### src/rtl/i2c_timer_pkg.sv
// Shared types and constants for the I2C phase timer family.
package i2c_timer_pkg;

  typedef enum logic [1:0] {
    IDLE = 2'd0,
    RUN  = 2'd1,
    HOLD = 2'd2
  } timer_state_t;

  localparam int DEF_SIZE   = 8;
  localparam int DEF_PHASES = 4;

  // Phase indices of the standard 4-phase I2C bit.
  localparam int PH_SCL_LO   = 0;
  localparam int PH_SCL_RISE = 1;
  localparam int PH_SCL_HI   = 2;
  localparam int PH_SCL_FALL = 3;

endpackage

### src/rtl/i2c_phase_counter.sv
// Loadable down-counter that stops at zero; one instance times each phase.
module i2c_phase_counter #(
  parameter int SIZE = 8
) (
  input  logic            clk,
  input  logic            rst_n,
  input  logic            load,
  input  logic            hold,
  input  logic [SIZE-1:0] load_val,
  output logic [SIZE-1:0] count,
  output logic            zero
);

  // Load has priority; otherwise count down while enabled and non-zero.
  always_ff @(posedge clk) begin
    if (!rst_n) begin
      count <= '0;
    end else if (load) begin
      count <= load_val;
    end else if (!hold && (count != '0)) begin
      count <= count - SIZE'(1);
    end
  end

  // Terminal flag for the controlling FSM.
  always_comb begin
    zero = (count == '0);
  end

endmodule

### src/rtl/i2c_phase_timer.sv
// Multi-phase I2C bit timer: phase strobes, bit-done strobe, SCL stretch hold.
module i2c_phase_timer
  import i2c_timer_pkg::*;
#(
  parameter  int SIZE          = DEF_SIZE,
  parameter  int PHASES        = DEF_PHASES,
  parameter  int STRETCH_PHASE = PH_SCL_RISE,
  localparam int PW            = $clog2(PHASES)
) (
  input  logic                   Clk,
  input  logic                   Rst_n,
  input  logic                   Start,
  input  logic                   Stop,
  input  logic                   Continuous,
  input  logic                   Stretch,
  input  logic [PHASES*SIZE-1:0] Ticks,
  output logic                   Tick,
  output logic                   BitDone,
  output logic [PW-1:0]          Phase,
  output logic                   Busy,
  output logic                   Held
);

  timer_state_t    state;
  logic [SIZE-1:0] cnt;
  logic            cnt_zero;
  logic            cnt_load;
  logic [SIZE-1:0] cnt_val;
  logic            last_phase;
  logic [PW-1:0]   next_phase;
  logic            stretch_end;
  logic            advance;

  i2c_phase_counter #(.SIZE(SIZE)) u_counter (
    .clk      (Clk),
    .rst_n    (Rst_n),
    .load     (cnt_load),
    .hold     (state != RUN),
    .load_val (cnt_val),
    .count    (cnt),
    .zero     (cnt_zero)
  );

  // Phase-boundary decode and counter reload selection.
  // The counter is reloaded on the same edge the FSM advances, so the
  // next phase's Ticks field is picked here from the upcoming index.
  always_comb begin
    last_phase  = (Phase == PW'(PHASES - 1));
    next_phase  = last_phase ? PW'(PH_SCL_LO) : Phase + PW'(1);
    stretch_end = (Phase == PW'(STRETCH_PHASE)) && Stretch;
    advance     = 1'b0;
    if (!Start && !Stop) begin
      case (state)
        RUN:     advance = cnt_zero && !stretch_end;
        HOLD:    advance = !Stretch;
        default: advance = 1'b0;
      endcase
    end
    cnt_load = 1'b0;
    cnt_val  = '0;
    if (Start) begin
      cnt_load = 1'b1;
      cnt_val  = Ticks[SIZE-1:0];
    end else if (Stop) begin
      cnt_load = 1'b1;
    end else if (advance && !(last_phase && !Continuous)) begin
      cnt_load = 1'b1;
      cnt_val  = Ticks[next_phase*SIZE +: SIZE];
    end
  end

  // Control FSM with registered strobes and status.
  always_ff @(posedge Clk) begin
    if (!Rst_n) begin
      state   <= IDLE;
      Phase   <= '0;
      Tick    <= 1'b0;
      BitDone <= 1'b0;
      Busy    <= 1'b0;
      Held    <= 1'b0;
    end else begin
      Tick    <= 1'b0;
      BitDone <= 1'b0;
      if (Start) begin
        state <= RUN;
        Phase <= PW'(PH_SCL_LO);
        Busy  <= 1'b1;
        Held  <= 1'b0;
      end else if (Stop) begin
        if (state != IDLE) begin
          state <= IDLE;
          Phase <= '0;
          Busy  <= 1'b0;
          Held  <= 1'b0;
        end
      end else if (state == RUN && cnt_zero && stretch_end) begin
        state <= HOLD;
        Held  <= 1'b1;
      end else if (advance) begin
        Tick  <= 1'b1;
        Held  <= 1'b0;
        Phase <= next_phase;
        if (last_phase) begin
          BitDone <= 1'b1;
          if (Continuous) begin
            state <= RUN;
          end else begin
            state <= IDLE;
            Busy  <= 1'b0;
          end
        end else begin
          state <= RUN;
        end
      end
    end
  end

endmodule

### config.mk
export PLATFORM = sky130hd
export DESIGN_NAME = i2c_phase_timer
export DESIGN_NICKNAME = d
export VERILOG_FILES = /design/src/rtl/i2c_timer_pkg.sv /design/src/rtl/i2c_phase_counter.sv /design/src/rtl/i2c_phase_timer.sv
export SDC_FILE = /design/constraint.sdc
export NUM_CORES = 1
export LEC_CHECK = 0
export ABC_AREA = 1
export CELL_PAD_IN_SITES_DETAIL_PLACEMENT = 1
export CELL_PAD_IN_SITES_GLOBAL_PLACEMENT = 2
export CORE_MARGIN = 8
export CORE_UTILIZATION = 22
export DETAILED_ROUTE_END_ITERATION = 16
export PLACE_DENSITY = 0.82
export RECOVER_POWER = 25
export SYNTH_ARGS = -nofsm -noshare
export SYNTH_HDL_FRONTEND = slang
export SYNTH_SLANG_ARGS = --single-unit
export TNS_END_PERCENT = 100
### constraint.sdc
create_clock -name Clk -period 1.5 [get_ports Clk]
set_input_delay 0.3 -clock Clk [delete_from_list [all_inputs] [get_ports Clk]]
set_output_delay 0.3 -clock Clk [all_outputs]
set_load 0.1 [all_outputs]
==> metrics.txt <==
Synth async-reset ratio 0; cts bufs inserted 3; CP startpoint kind register; Crit path arrival time 1.74 ns; Die Footprint about 10,000 µm²; clock slew at reported path FFs about 0.070 ns; root buffer cell clkbuf_8; post-DR wirelength/cell around 13 µm; Setup crit end kind register; Synth Register Bits 15; global-route wire length before repair 9.432 mm; IO buf count 43; WHS around 0.52 ns; row cnt 30; Worst EP required 1.65 ns; antenna violations before repair 0; fin crit share 1.060; layout cells sized above 1 0.2929; area leader, netlist dfxtp_1; Seq. cell area 314.1 µm²; Total GRT Usage 0.1153; Routed WL about 5.5 mm; Crit-path slowest cell dfxtp_4; Netlist Area Pre-Place 1559 µm²; Max stage delay on crit path about 0.37 ns; Detail Route Antenna Nets 0; setup_tns -0.5049 ns; violated checks negative setup slack; gpl congestion approximately 0.77; GR Overflow Total 0; Avg Inst Size Synth 5.950 µm²; largest net degree at the start of global routing 18; drt via density about 4.2; maximum VDD drop around 0.23 mV; post-synth cell types 27; Synth area leaders dfxtp_1 19%, nand2_1 17%, inv_1 11%, nand3_1 7.1%, nor2_1 6.0%; routed vias about 1,800; Yosys top cell area share 0.1926; outcome finished, violations left; final hold vios 0; crit path max fanout 7; Die Span Y roughly 100 µm; Antenna Cells 0; sequential fraction of the synthesis area 0.1926; NumNets Final 384; leakage approximately 1.3 nW; clk_skew a little under 0.008 ns; Post-synth EDFFs 0; PD cells approximately 540 nW/µm²; clock latency on the worst-skew pair about 0.26 ns; fmax about 630 MHz; footprint of the multi-input gates approximately 1100 µm²; Area Overhead vs Synth 66.69%; clock sink total 15; Tot Pwr between 1 and 1.5 mW; DIE WIDTH about 100 µm; Worst slew margin 0.6389; slew of the pin with the lowest slew margin 0.5439 ns; Synth Net Count 307; clock tree buffer depth 2; final worst setup slack -0.09024 ns; CTS tree done; DR pass1 iterations 4; Commonest cells post-synth 72 x nand2_1, 46 x inv_1, 25 x nor2_1, 22 x nand3_1, 15 x dfxtp_1; WS Path Type register to register; Post-Syn Instances between 200 and 300; post-DP HPWL 4.476 mm; via count of the first global-routing pass roughly 2,000; drt drc 0; RSZ-0062 raised after global routing true; I/O Pins 44; First DRT Iteration DRCs 52; initial core utilization 0.2282; Worst Hold Class register to register; Placeable Area slightly below 7000 µm²; final setup fails 9; post-layout min period around 1.6 ns; Max Cap Viol 0; most numerous cell in the Yosys netlist nand2_1; ys flop type dfxtp_1; yosys warns 0; fill cell total of the finished layout roughly 900; crit path cell chain ha_4 -> inv_4 -> buf_6 -> nor2_4 -> nor2_4 -> nand3_4 -> nand3_4 -> nand2_1 -> nor2_2 -> nor2_1; fin. max-slew vios 0; H-tree depth 1
[area by class of cell]
| cell class | count | area share |
|---|---|---|
| multi-input cells | 186 | 0.4280 |
| repair buffers | 78 | 0.2961 |
| clock buffers | 4 | 0.01733 |
| well taps | 96 | 0.04622 |
| inverters | 55 | 0.09148 |
| flip-flops and latches | 15 | 0.1208 |
[state kept, by name (all words and copies together), names as in the netlist]
| signal | flops |
|---|---|
| state | 1 |
| Busy | 1 |
| Tick | 1 |
| Held | 1 |
| u_counter.count | 8 |
| Phase | 2 |
| BitDone | 1 |
[placed cells by master (no fill, tap or decap), types with 7 or more instances in the layout]
cell type	count
nand2_1	70
inv_1	36
clkdlybuf4s50_1	36
buf_4	28
nor2_1	23
nand3_1	22
inv_2	13
dfxtp_1	10
a21oi_1	9
o21ai_1	8
nand4_1	7
[timing repair]
item,CTS,global route
buffers inserted,2,2
endpoints found under the setup margin,13,15
gates cloned,2,0
gates resized for setup,14,19
pin swaps,14,6
hold buffers,0,0
[metrics by stage]
stage          instances  instance area [µm²]  worst slack [ns]    util
2_1_floorplan        262                 1628           -0.1383       -
3_3_place_gp         425                 2430           -0.3361  0.3557
3_5_place_dp         425                 2430           -0.3790  0.3557
4_1_cts              432                 2552          -0.09470  0.3736
5_1_grt              434                 2599           -0.1906  0.3804
6_report             434                 2599          -0.09024  0.3804
[where the power goes]
group,switching (mW),internal (mW)
Clock,0.161,0.189
Combinational,0.324,0.302
Sequential,0.0180,0.421
Total,0.503,0.912
[routing by layer]
| layer | routed length (µm) | vias up | global-route usage |
|---|---|---|---|
| met5 | 0 | - | 0 |
| met2 | 2696 | 39 | 0.2031 |
| li1 | - | 962 | - |
| met1 | 2512 | 821 | 0.1364 |
| met4 | 92 | 0 | 0.04186 |
| met3 | 166 | 9 | 0.01869 |
[cells by family (layout without fill, tap and decap cells)]
logic type | Yosys count | in the layout | share of synthesized area
simple gates | 145 | 147 | 0.4438
buf+inv | 63 | 137 | 0.1814
compound gates | 27 | 27 | 0.09792
flops | 15 | 15 | 0.1926
fa+ha+maj | 7 | 7 | 0.05618
xor+xnor | 5 | 5 | 0.02809
[worst paths after layout]
check | endpoint | startpoint | slack [ns] | cells after the start
min | Busy$_SDFFE_PN0P_ | Busy$_SDFFE_PN0P_ | 0.52 | 2
max reg2reg | u_counter.count[5]$_SDFFE_PN0P_ | Phase[0]$_SDFFE_PP0P_ | -0.09 | 10
max | u_counter.count[5]$_SDFFE_PN0P_ | Phase[0]$_SDFFE_PP0P_ | -0.09 | 10
min reg2reg | Busy$_SDFFE_PN0P_ | Busy$_SDFFE_PN0P_ | 0.52 | 2
[critical path: cells and delay by family (launching register included)]
family                   cells  cell delay (ns)
flip-flops                   1             0.37
AND/OR/NAND/NOR              7             0.77
buffers and inverters        2             0.17
adder cells (fa/ha/maj)      1             0.18
Note: power is estimated with default switching activity, not from simulation.
